==> src/rtl/exec_ctrl.sv <==
// Sequencer for a two-byte-instruction core: fetch, execute, memory, halt, error.
// Latency: strobes are Mealy (same cycle as the qualifying input); STATE/HALTED/ERR/ICOUNT follow one edge later.
// Backpressure: MEM_REQ holds until MEM_RDY; a wait of more than MEM_TIMEOUT cycles traps into a sticky ERROR.
module exec_ctrl #(
    parameter logic [7:0] MEM_TIMEOUT = 8'd15,
    parameter int         CNT_W       = 16
) (
    input  logic             CLK,
    input  logic             RESET_L,
    input  logic             EN_L,
    input  logic             HLT,
    input  logic             LD,
    input  logic             MD,
    input  logic             MW,
    input  logic             MEM_RDY,
    output logic             PC_EN,
    output logic             IR_LD,
    output logic             RF_WE,
    output logic             MEM_REQ,
    output logic             MEM_WE,
    output logic             HALTED,
    output logic             ERR,
    output logic [2:0]       STATE,
    output logic [CNT_W-1:0] ICOUNT
);

    typedef enum logic [2:0] {
        FETCH = 3'd0,
        EXEC  = 3'd1,
        MEM   = 3'd2,
        HALT  = 3'd3,
        ERROR = 3'd4
    } state_t;

    state_t           state_q;
    state_t           state_nxt;
    logic [7:0]       tmo_q;
    logic [CNT_W-1:0] icount_q;
    logic             halted_q;
    logic             err_q;
    logic             en_l_q;

    logic             en_fall;
    logic             tmo_hit;
    logic             waiting;
    logic             retire;
    logic             pc_en_c;
    logic             ir_ld_c;
    logic             rf_we_c;
    logic             mem_req_c;
    logic             mem_we_c;

    // Resume button edge: previous sample high, current sample low.
    assign en_fall = en_l_q & ~EN_L;
    // The limit cycle itself still accepts MEM_RDY; only a miss there traps.
    assign tmo_hit = (tmo_q == MEM_TIMEOUT);

    // Next-state and Mealy strobe decode; ERROR and illegal codes leave every strobe low.
    always_comb begin
        state_nxt = state_q;
        pc_en_c   = 1'b0;
        ir_ld_c   = 1'b0;
        rf_we_c   = 1'b0;
        mem_req_c = 1'b0;
        mem_we_c  = 1'b0;
        retire    = 1'b0;
        waiting   = 1'b0;
        case (state_q)
            FETCH: begin
                mem_req_c = 1'b1;
                if (MEM_RDY) begin
                    ir_ld_c   = 1'b1;
                    state_nxt = EXEC;
                end else begin
                    waiting = 1'b1;
                    if (tmo_hit) state_nxt = ERROR;
                end
            end
            EXEC: begin
                // Halt outranks any memory op decoded alongside it.
                if (HLT) begin
                    state_nxt = HALT;
                end else if (MD || MW) begin
                    state_nxt = MEM;
                end else begin
                    rf_we_c   = LD;
                    pc_en_c   = 1'b1;
                    retire    = 1'b1;
                    state_nxt = FETCH;
                end
            end
            MEM: begin
                // MD and MW together behave as a store: write to memory, never to the register file.
                mem_req_c = 1'b1;
                mem_we_c  = MW;
                if (MEM_RDY) begin
                    pc_en_c   = 1'b1;
                    rf_we_c   = LD & MD & ~MW;
                    retire    = 1'b1;
                    state_nxt = FETCH;
                end else begin
                    waiting = 1'b1;
                    if (tmo_hit) state_nxt = ERROR;
                end
            end
            HALT: begin
                if (en_fall) begin
                    pc_en_c   = 1'b1;
                    retire    = 1'b1;
                    state_nxt = FETCH;
                end
            end
            ERROR: begin
                state_nxt = ERROR;
            end
            default: begin
                state_nxt = ERROR;
            end
        endcase
    end

    // State, status flags and button history; reset lands in FETCH with history high.
    always_ff @(posedge CLK or negedge RESET_L) begin
        if (!RESET_L) begin
            state_q  <= FETCH;
            halted_q <= 1'b0;
            err_q    <= 1'b0;
            en_l_q   <= 1'b1;
        end else begin
            state_q  <= state_nxt;
            halted_q <= (state_nxt == HALT);
            err_q    <= (state_nxt == ERROR);
            en_l_q   <= EN_L;
        end
    end

    // Wait counter: restarts on every state change, counts cycles spent without MEM_RDY.
    always_ff @(posedge CLK or negedge RESET_L) begin
        if (!RESET_L) begin
            tmo_q <= 8'd0;
        end else if (state_nxt != state_q) begin
            tmo_q <= 8'd0;
        end else if (waiting) begin
            tmo_q <= tmo_q + 8'd1;
        end
    end

    // Retired-instruction counter; wraps silently.
    always_ff @(posedge CLK or negedge RESET_L) begin
        if (!RESET_L) begin
            icount_q <= '0;
        end else if (retire) begin
            icount_q <= icount_q + CNT_W'(1);
        end
    end

    // Reset masks the strobes immediately, even while the state register already reads FETCH.
    assign PC_EN   = pc_en_c   & RESET_L;
    assign IR_LD   = ir_ld_c   & RESET_L;
    assign RF_WE   = rf_we_c   & RESET_L;
    assign MEM_REQ = mem_req_c & RESET_L;
    assign MEM_WE  = mem_we_c  & RESET_L;
    assign HALTED  = halted_q;
    assign ERR     = err_q;
    assign STATE   = state_q;
    assign ICOUNT  = icount_q;

endmodule

==> config.mk <==
export PLATFORM = sky130hd
export DESIGN_NAME = exec_ctrl
export DESIGN_NICKNAME = d
export VERILOG_FILES = /design/src/rtl/exec_ctrl.sv
export SDC_FILE = /design/constraint.sdc
export NUM_CORES = 1
export LEC_CHECK = 0
export ABC_AREA = 1
export BUFFER_PORTS_ARGS = -buffer_cell sky130_fd_sc_hd__buf_2
export CAP_MARGIN = 20
export CELL_PAD_IN_SITES_DETAIL_PLACEMENT = 1
export CELL_PAD_IN_SITES_GLOBAL_PLACEMENT = 1
export CORE_MARGIN = 10
export CORE_UTILIZATION = 25
export CTS_CLUSTER_SIZE = 8
export DETAILED_ROUTE_END_ITERATION = 16
export HOLD_SLACK_MARGIN = 0.1
export PLACE_DENSITY_LB_ADDON = 0.1
export SLEW_MARGIN = 20
export SYNTH_ARGS = -nofsm -noshare
export SYNTH_HDL_FRONTEND = slang
export SYNTH_SLANG_ARGS = --single-unit
==> constraint.sdc <==
create_clock -name CLK -period 1.9 [get_ports CLK]
set_input_delay 0.38 -clock CLK [delete_from_list [all_inputs] [get_ports CLK]]
set_output_delay 0.38 -clock CLK [all_outputs]
set_load 0.02 [all_outputs]
==> impl_metrics.csv, run 1 <==
group,metric,value,unit
logic_synthesis,synth_cell_type_count,29,
logic_synthesis,synth_area,1790,um2
detailed_routing,wire_per_inst,13.7,um
power,vdd_drop_max,0.210,mV
sta,max_slew_margin,67.4,%
logic_synthesis,synth-seq-cells,30,
sta,fin_ws,-0.0269,ns
clock_tree,cts_tree,"done",
worst_setup_path,reg2reg_to,"tmo_q[6]",
worst_setup_path,endpoint,"PC_EN",
worst_setup_path,slowest_stage,"dfrtp_2",
sta,fmax,519,MHz
grt,grt_use_met3,2.83,%
grt,overflow,0,
worst_setup_path,r2r-start,"STATE[2]",
placed_design,place_area,2100,um2
worst_setup_path,path_max_fanout,4,
sta,fin_crit_sh,101,%
final_layout,postLayoutCellArea,2330,um2
floorplanning,dieWidth,105,um
final_layout,layout_commonest_cell,"nand2_1",
grt,groute.layer.met2.usage,14.7,%
job,drv_cap,0,
detailed_routing,vias_per_cell,4.22,
placed_design,hpwl,3900,um
logic_synthesis,yosysSeqAreaShare,41.9,%
sta,fin_crit,1.93,ns
grt,antenna_found_initial,0,
grt,grt_busiest_layer,"met2",
worst_setup_path,required,1.52,ns
sta,worst_clock_skew,0.0110,ns
final_layout,fin_nets,290,
logic_synthesis,synth_top_area_share,40.5,%
clock_tree,ctsLongestPathBuffers,2,
clock_tree,path_clk_slew,0.08,ns
sta,worst_pin_slew,0.485,ns
final_layout,n_fill_cell,858,
logic_synthesis,synth.avg_cell_area,7.86,um2
outcome,outcome,"finished, violations left",
sta,setup_violations,1,
clock_tree,htreeDepth,2,
worst_setup_path,crit_family,"simple AND/OR/NAND/NOR gates",
floorplanning,fp.dieArea,11000,um2
detailed_routing,route.vias.total,1592,
outcome,violations,"setup timing",
grt,grt_pass1_wl,8820,um
worst_setup_path,reg2reg_depth,10,
clock_tree,cts_buffers,5,
logic_synthesis,syn-num-nets,238,
placed_design,place_congestion,0.761,
worst_setup_path,crit_buf_inv,2,
sta,rsz0062_at_grt,"yes",
floorplanning,core-area,6870,um2
sta,hold_viol,0,
detailed_routing,drc_errors,0,
final_layout,layout_common_cells,"nand2_1 (61), buf_2 (30), dfrtp_1 (28), inv_1 (22), nor2_1 (18)",
logic_synthesis,netlist_instances,228,
worst_setup_path,path_depth,6,
clock_tree,ctsRootBufferMaster,"clkbuf_8",
grt,grt_pass1_vias,1722,
worst_setup_path,cp-startpoint,"STATE[2]",
clock_tree,clock_latency,0.29,ns
logic_synthesis,synth_largest_area_cell,"dfrtp_1",
final_layout,synthToLayoutAreaGrowth,29.9,%
worst_setup_path,r2r_slack,0.29,ns
power,power_density,580,nW/um2
floorplanning,ios,34,
final_layout,diodes,0,
worst_setup_path,startpoint_type,"flop",
floorplanning,initial_core_util,26.1,%
worst_setup_path,path_class,"reg -> out",
grt,track_usage,9.85,%
worst_setup_path,critPathMaxStageDelay,0.45,ns
final_layout,layout-drive-gt1-share,32.0,%
grt,grt_max_degree,22,
grt,grt_use_met1,13.3,%
power,p_leak,1.15,nW
detailed_routing,firstDrtPassIters,4,
logic_synthesis,synth.area.top_cells,"dfrtp_1 (40%), nand2_1 (13%), xor2_1 (6.8%)",
detailed_routing,drtIter0Drc,30,
worst_setup_path,cp_cell_sequence,"nor3_4, nand4_1, nand3_2, inv_4, nor2_4, buf_6",
sta,timing.setup.tns,-0.0269,ns
placed_design,port_buffers,33,
min_path,hold_path.class,"in -> async",
sta,slew_violations,0,
floorplanning,row_count,30,
logic_synthesis,yosysWarnings,0,
clock_tree,cts_sinks,30,
worst_setup_path,worstPathArrival,1.55,ns
floorplanning,die_h,105,um
detailed_routing,totalWireLength,5170,um
worst_setup_path,endpoint_kind,"output pin",
detailed_routing,antenna_left,0,
## how the worst min path moves through the flow
stage / end / slack [ns] / cells after the start
after floorplan: ERR / 0.08 / 0
after global placement: STATE[2] / 0.37 / 2
after detailed placement: STATE[2] / 0.38 / 2
after CTS: ICOUNT[10] / 0.13 / 2
after global routing: tmo_q[5] / 0.15 / 2
final: ICOUNT[10] / 0.13 / 2
## metrics by stage
stage	instances	hold WS, ns	power [mW]	utilization, %	worst slack, ns
finish	377	0.134	1.35	33.9	-0.0269
global route	377	0.151	1.40	33.9	-0.139
CTS	376	0.128	1.38	33.3	-0.00994
detailed placement	359	0.377	0.689	30.5	0.144
global placement	359	0.366	0.689	30.5	0.183
floorplan	228	0.0844	0.660	-	0.00577
## layer usage
layer	up-vias	share of wire, %
met5	-	0
met4	0	0.95
met3	4	3.8
met2	25	44
met1	744	51
li1	819	-
## cell usage after synthesis (all sizes together)
library cell / instances
xor2: 14
o21bai: 1
clkinv: 1
inv: 27
ha: 2
dfrtp: 29
o21ai: 10
nor3: 7
buf: 3
nor2: 31
nand2: 67
dfstp: 1
nor3b: 1
nand3: 20
xnor2: 4
a21oi: 4
nand3b: 1
nand4: 5
## logic make-up after synthesis
family,share of synthesized area (%)
XOR/XNOR,8.79
buffers and inverters,7.26
flip-flops,41.9
AND/OR/NAND/NOR,36.3
adder cells (fa/ha/maj),1.40
AO/OA/AOI/OAI,4.33
## where the power goes
part	switching (mW)	internal [mW]
combinational	0.0266	0.0107
sequential	0.000615	0.640
clock	0.286	0.386
## area by class of cell
type                    instances  area [um2]  share of cell area (%)
repair buffers                 48         295                    12.7
multi-input cells             167         938                    40.3
clock inverters                 3        40.0                    1.72
flip-flops and latches         30         753                    32.3
clock buffers                   5        68.8                    2.96
well taps                      96         120                    5.16
inverters                      28         113                    4.84
## worst register-to-register path, cell delays in order, from the launching register on
cell	delay, ns
dfrtp_2	0.45
buf_4	0.15
nor2_2	0.16
nand2_2	0.11
nand2_4	0.11
nand2_8	0.08
clkinv_4	0.08
nand2_2	0.06
nand3_2	0.08
nand3_4	0.16
nor2_2	0.12
## flip-flops by register name, summed over array words and instances, names as in the netlist
name / cells
tmo_q: 8
STATE: 3
en_l_q: 1
ICOUNT: 16
HALTED: 1
ERR: 1
## timing repair
item                                    4_1_cts  5_1_grt
hold buffers                                  1        0
endpoints found under the setup margin        2        3
setup buffers                                 8        1
pin swaps                                     4        3
resized for setup                             6        9
hold endpoints to repair                      8        0
Power figures use the tool's default switching activity.
==> run 2: changes to the inputs <==
--- a/config.mk
+++ b/config.mk
@@ -11,11 +11,12 @@
 export CELL_PAD_IN_SITES_DETAIL_PLACEMENT = 1
 export CELL_PAD_IN_SITES_GLOBAL_PLACEMENT = 1
 export CORE_MARGIN = 10
-export CORE_UTILIZATION = 25
+export CORE_UTILIZATION = 40
 export CTS_CLUSTER_SIZE = 8
 export DETAILED_ROUTE_END_ITERATION = 16
 export HOLD_SLACK_MARGIN = 0.1
 export PLACE_DENSITY_LB_ADDON = 0.1
+export SKIP_CTS_REPAIR_TIMING = 1
 export SLEW_MARGIN = 20
 export SYNTH_ARGS = -nofsm -noshare
 export SYNTH_HDL_FRONTEND = slang
==> impl_metrics.csv, run 2 (synthesis gave the netlist of run 1 again) <==
group,metric,value,unit
floorplanning,fp.dieArea,7560,um2
sta,hold_viol,0,
worst_setup_path,slowest_stage,"dfrtp_2",
outcome,outcome,"finished, violations left",
outcome,violations,"setup timing",
placed_design,hpwl,3520,um
sta,fin_crit,1.97,ns
clock_tree,cts_tree,"done",
worst_setup_path,critPathMaxStageDelay,0.46,ns
sta,slew_violations,0,
floorplanning,row_count,24,
final_layout,layout-drive-gt1-share,31.0,%
floorplanning,dieWidth,87.0,um
grt,track_usage,12.9,%
sta,max_slew_margin,73.0,%
clock_tree,htreeDepth,2,
clock_tree,ctsRootBufferMaster,"clkbuf_8",
detailed_routing,dr_wl_met2,2480,um
sta,worst_pin_slew,0.403,ns
sta,fin_ws,-0.0719,ns
worst_setup_path,cp_cell_sequence,"nor3_4, nand4_1, buf_4, a21oi_4, buf_6",
final_layout,diodes,0,
placed_design,port_buffers,33,
detailed_routing,drtIter0Drc,42,
detailed_routing,wire_per_inst,14.5,um
detailed_routing,highest_layer,"met4",
final_layout,largest_reg_flops,16,
power,power_density,589,nW/um2
worst_setup_path,crit_buf_inv,2,
clock_tree,clock_latency,0.29,ns
worst_setup_path,crit_family,"flip-flops",
detailed_routing,antenna_left,0,
floorplanning,ios,34,
grt,grt_max_degree,22,
job,drv_cap,0,
sta,fmax,507,MHz
power,vdd_drop_max,0.341,mV
placed_design,detailedPlace.worstSlack,0.203,ns
worst_setup_path,path_depth,5,
clock_tree,ctsLongestPathBuffers,2,
worst_setup_path,path_max_fanout,5,
worst_setup_path,r2r-start,"STATE[1]",
clock_tree,cts_sinks,30,
final_layout,synthToLayoutAreaGrowth,25.5,%
floorplanning,core-area,4350,um2
worst_setup_path,r2r_slack,0.28,ns
worst_setup_path,cp-startpoint,"STATE[2]",
power,p_leak,1.13,nW
final_layout,layout_common_cells,"nand2_1 (61), buf_2 (31), dfrtp_1 (26), inv_1 (23), nor2_1 (18)",
worst_setup_path,endpoint_kind,"output pin",
grt,overflow,0,
final_layout,layout_commonest_cell,"nand2_1",
final_layout,fin_nets,286,
worst_setup_path,path_class,"reg -> out",
min_path,hold_path.class,"in -> async",
floorplanning,initial_core_util,41.2,%
worst_setup_path,worstPathArrival,1.59,ns
grt,grt_pass1_vias,1668,
detailed_routing,totalWireLength,4760,um
clock_tree,cts_buffers,5,
worst_setup_path,required,1.52,ns
detailed_routing,met3_length,229,um
worst_setup_path,reg2reg_depth,10,
sta,worst_clock_skew,0.00595,ns
floorplanning,die_h,87.0,um
sta,rsz0062_at_grt,"yes",
sta,fin_crit_sh,104,%
clock_tree,path_clk_slew,0.07,ns
detailed_routing,vias_per_cell,4.90,
detailed_routing,wl_met1,1950,um
detailed_routing,firstDrtPassIters,4,
detailed_routing,drc_errors,0,
sta,whs,0.135,ns
detailed_routing,route.vias.total,1612,
grt,grt_pass1_wl,7820,um
placed_design,place_congestion,0.785,
sta,setup_violations,2,
worst_setup_path,startpoint_type,"flop",
grt,antenna_found_initial,0,
run 2: metrics by stage:
| stage | utilization, % | total power [mW] | TNS, ns | instance area (um2) | std cells |
|---|---|---|---|---|---|
| 3_5_place_dp | 46.7 | 0.688 | 0 | 2030 | 314 |
| 3_3_place_gp | 46.7 | 0.688 | 0 | 2030 | 314 |
| 5_1_grt | 51.7 | 1.39 | -0.475 | 2250 | 329 |
| 2_1_floorplan | - | 0.660 | 0 | 1790 | 228 |
| 6_report | 51.7 | 1.33 | -0.129 | 2250 | 329 |
| 4_1_cts | 49.2 | 1.35 | -0.137 | 2140 | 322 |
run 2: per-layer routing:
| layer | up-vias | track usage, % |
|---|---|---|
| met4 | 0 | 5.45 |
| met5 | - | 0 |
| met1 | 762 | 14.3 |
| met3 | 8 | 4.03 |
| met2 | 25 | 22.1 |
| li1 | 817 | - |
run 2: layout make-up:
class / instances / area [um2]
flip-flops and latches: 30 / 756
multi-input cells: 167 / 941
repair buffers: 44 / 263
well taps: 52 / 65.1
inverters: 28 / 118
fillers: 561 / 2100
clock buffers: 5 / 68.8
clock inverters: 3 / 40.0
run 2: where the power goes:
group	switching (mW)	internal [mW]	leakage (nW)	total, mW
clock network	0.262	0.386	0.0579	0.647
registers	0.000833	0.640	0.370	0.641
logic	0.0265	0.0108	0.698	0.0372
run 2: path summary, 6_finish.rpt:
kind                         endpoint
max                             RF_WE
min                         ICOUNT[4]
max reg2reg                  tmo_q[7]
min reg2reg                ICOUNT[14]
max in group asynchronous   ICOUNT[3]
min in group CLK               en_l_q
==> run 3: changes to the inputs <==
--- a/config.mk
+++ b/config.mk
@@ -11,8 +11,9 @@
 export CELL_PAD_IN_SITES_DETAIL_PLACEMENT = 1
 export CELL_PAD_IN_SITES_GLOBAL_PLACEMENT = 1
 export CORE_MARGIN = 10
-export CORE_UTILIZATION = 40
-export CTS_CLUSTER_SIZE = 8
+export CORE_UTILIZATION = 42
+export CTS_BUF_LIST = sky130_fd_sc_hd__clkbuf_2 sky130_fd_sc_hd__clkbuf_4 sky130_fd_sc_hd__clkbuf_8
+export CTS_CLUSTER_SIZE = 20
 export DETAILED_ROUTE_END_ITERATION = 16
 export HOLD_SLACK_MARGIN = 0.1
 export PLACE_DENSITY_LB_ADDON = 0.1
==> impl_metrics.csv, run 3 (synthesis gave the netlist of run 1 again) <==
group,metric,value,unit
outcome,outcome,"finished, violations left",
outcome,violations,"setup timing",
placed_design,port_buffers,33,
clock_tree,ctsLongestPathBuffers,2,
floorplanning,ios,34,
detailed_routing,totalWireLength,5040,um
detailed_routing,wire_per_inst,15.5,um
power,power,1.23,mW
grt,grt_pass1_vias,1786,
power,p_switching,0.274,mW
final_layout,layout-drive-gt1-share,31.5,%
power,power_density,552,nW/um2
min_path,hold_path.class,"in -> async",
worst_setup_path,reg2reg_to,"tmo_q[7]",
sta,worst_clock_skew,0.00847,ns
sta,fin_ws,-0.0615,ns
detailed_routing,drc_errors,0,
final_layout,diodes,0,
worst_setup_path,path_max_fanout,5,
sta,rsz0062_at_grt,"yes",
worst_setup_path,path_class,"reg -> out",
power,swShare,22.3,%
worst_setup_path,critPathMaxStageDelay,0.46,ns
detailed_routing,drtIter0Drc,47,
worst_setup_path,r2r-start,"STATE[1]",
power,intPower,0.956,mW
final_layout,synthToLayoutAreaGrowth,24.3,%
worst_setup_path,endpoint_kind,"output pin",
power,vdd_drop_max,0.331,mV
worst_setup_path,worstPathArrival,1.58,ns
clock_tree,ctsRootBufferMaster,"clkbuf_8",
power,p_clk_share,44.9,%
floorplanning,row_count,23,
final_layout,postLayoutCellArea,2230,um2
grt,antenna_found_initial,0,
worst_setup_path,required,1.52,ns
final_layout,largest_reg_flops,16,
sta,fin_crit,1.96,ns
clock_tree,cts_buffers,5,
job,drv_cap,0,
sta,slew_violations,0,
clock_tree,htreeDepth,2,
clock_tree,cts_sinks,30,
floorplanning,die_h,85.3,um
floorplanning,core-area,4060,um2
sta,max_slew_margin,70.0,%
worst_setup_path,slowest_stage,"dfrtp_2",
floorplanning,initial_core_util,44.2,%
detailed_routing,vias_per_cell,5.03,
placed_design,place_congestion,0.811,
worst_setup_path,cp_cell_sequence,"nor3_4, nand4_1, nand3_2, clkinv_4, nor2_4, buf_6",
sta,worst_pin_slew,0.447,ns
clock_tree,clock_latency,0.28,ns
clock_tree,path_clk_slew,0.07,ns
detailed_routing,firstDrtPassIters,4,
worst_setup_path,crit_buf_inv,2,
grt,grt_pass1_wl,8200,um
detailed_routing,route.vias.total,1641,
power,p_seq_share,52.1,%
placed_design,detailedPlace.worstSlack,0.222,ns
worst_setup_path,r2r_slack,0.28,ns
floorplanning,fp.dieArea,7280,um2
final_layout,layout_common_cells,"nand2_1 (61), buf_2 (31), dfrtp_1 (26), inv_1 (22), nor2_1 (18)",
power,comb_power_share,3.0,%
worst_setup_path,cp-startpoint,"STATE[2]",
sta,hold_viol,0,
grt,track_usage,13.4,%
detailed_routing,antenna_left,0,
sta,fin_crit_sh,103,%
worst_setup_path,reg2reg_depth,10,
final_layout,fin_nets,285,
grt,grt_max_degree,24,
worst_setup_path,startpoint_type,"flop",
sta,timing.setup.tns,-0.0979,ns
power,p_leak,1.12,nW
placed_design,place_area,2020,um2
placed_design,hpwl,3690,um
grt,overflow,0,
clock_tree,cts_tree,"done",
sta,fmax,510,MHz
sta,setup_violations,2,
final_layout,layout_commonest_cell,"nand2_1",
worst_setup_path,crit_family,"simple AND/OR/NAND/NOR gates",
floorplanning,dieWidth,85.3,um
-- run 3: cell count changes in the layout (fill, tap and decap cells not counted) --
cell       change
buf_4          -2
bufinv_16      -1
clkinv_2       -1
buf_6          +1
inv_1          -1
a21oi_4        -1
nand3_1        -1
a21oi_2        +1
nand3_2        +1
clkbuf_4       +1
inv_2          +1
clkbuf_8       +1
-- run 3: final cells by class --
type	instances	area, um2
Timing Repair Buffer	43	259
Fill cell	522	1830
Sequential cell	30	756
Clock buffer	7	90.1
Inverter	28	118
Clock inverter	1	5.00
Multi-Input combinational cell	167	938
Tap cell	50	62.6
-- run 3: worst register-to-register path, delay by kind of cell, from the launching register on --
family                 cells  cell delay, ns
buffers and inverters      2            0.22
and+or+nand+nor            8            0.88
DFF                        1            0.46
-- run 3: per-stage QoR --
step	hold WS [ns]	std cells	util (%)
2_1_floorplan	0.0844	228	-
3_3_place_gp	0.258	311	49.9
3_5_place_dp	0.263	311	49.9
4_1_cts	-0.0383	319	52.2
5_1_grt	0.193	326	54.9
6_report	0.168	326	54.9
-- run 3: routing by layer --
metal	GRT usage, %	wire [um]	vias up
li1	-	-	816
met1	14.7	2020	800
met2	24.7	2790	21
met3	4.11	201	4
met4	2.69	30	0
met5	0	0	-
-- run 3: power groups by stage --
stage / Sequential, mW / Combinational, mW / Clock, mW
2_1_floorplan: 0.653 / 0.00686 / 0
3_3_place_gp: 0.653 / 0.0324 / 0
3_5_place_dp: 0.653 / 0.0335 / 0
4_1_cts: 0.641 / 0.0336 / 0.567
5_1_grt: 0.641 / 0.0413 / 0.598
6_report: 0.641 / 0.0368 / 0.552
-- run 3: worst max-delay path by stage --
| stage | end | slack (ns) | depth (start not counted) |
|---|---|---|---|
| floorplan | PC_EN | 0.006 | 6 |
| global placement | PC_EN | 0.25 | 6 |
| detailed placement | PC_EN | 0.22 | 6 |
| CTS | PC_EN | -0.12 | 6 |
| global route | PC_EN | -0.21 | 7 |
| finish | PC_EN | -0.06 | 6 |
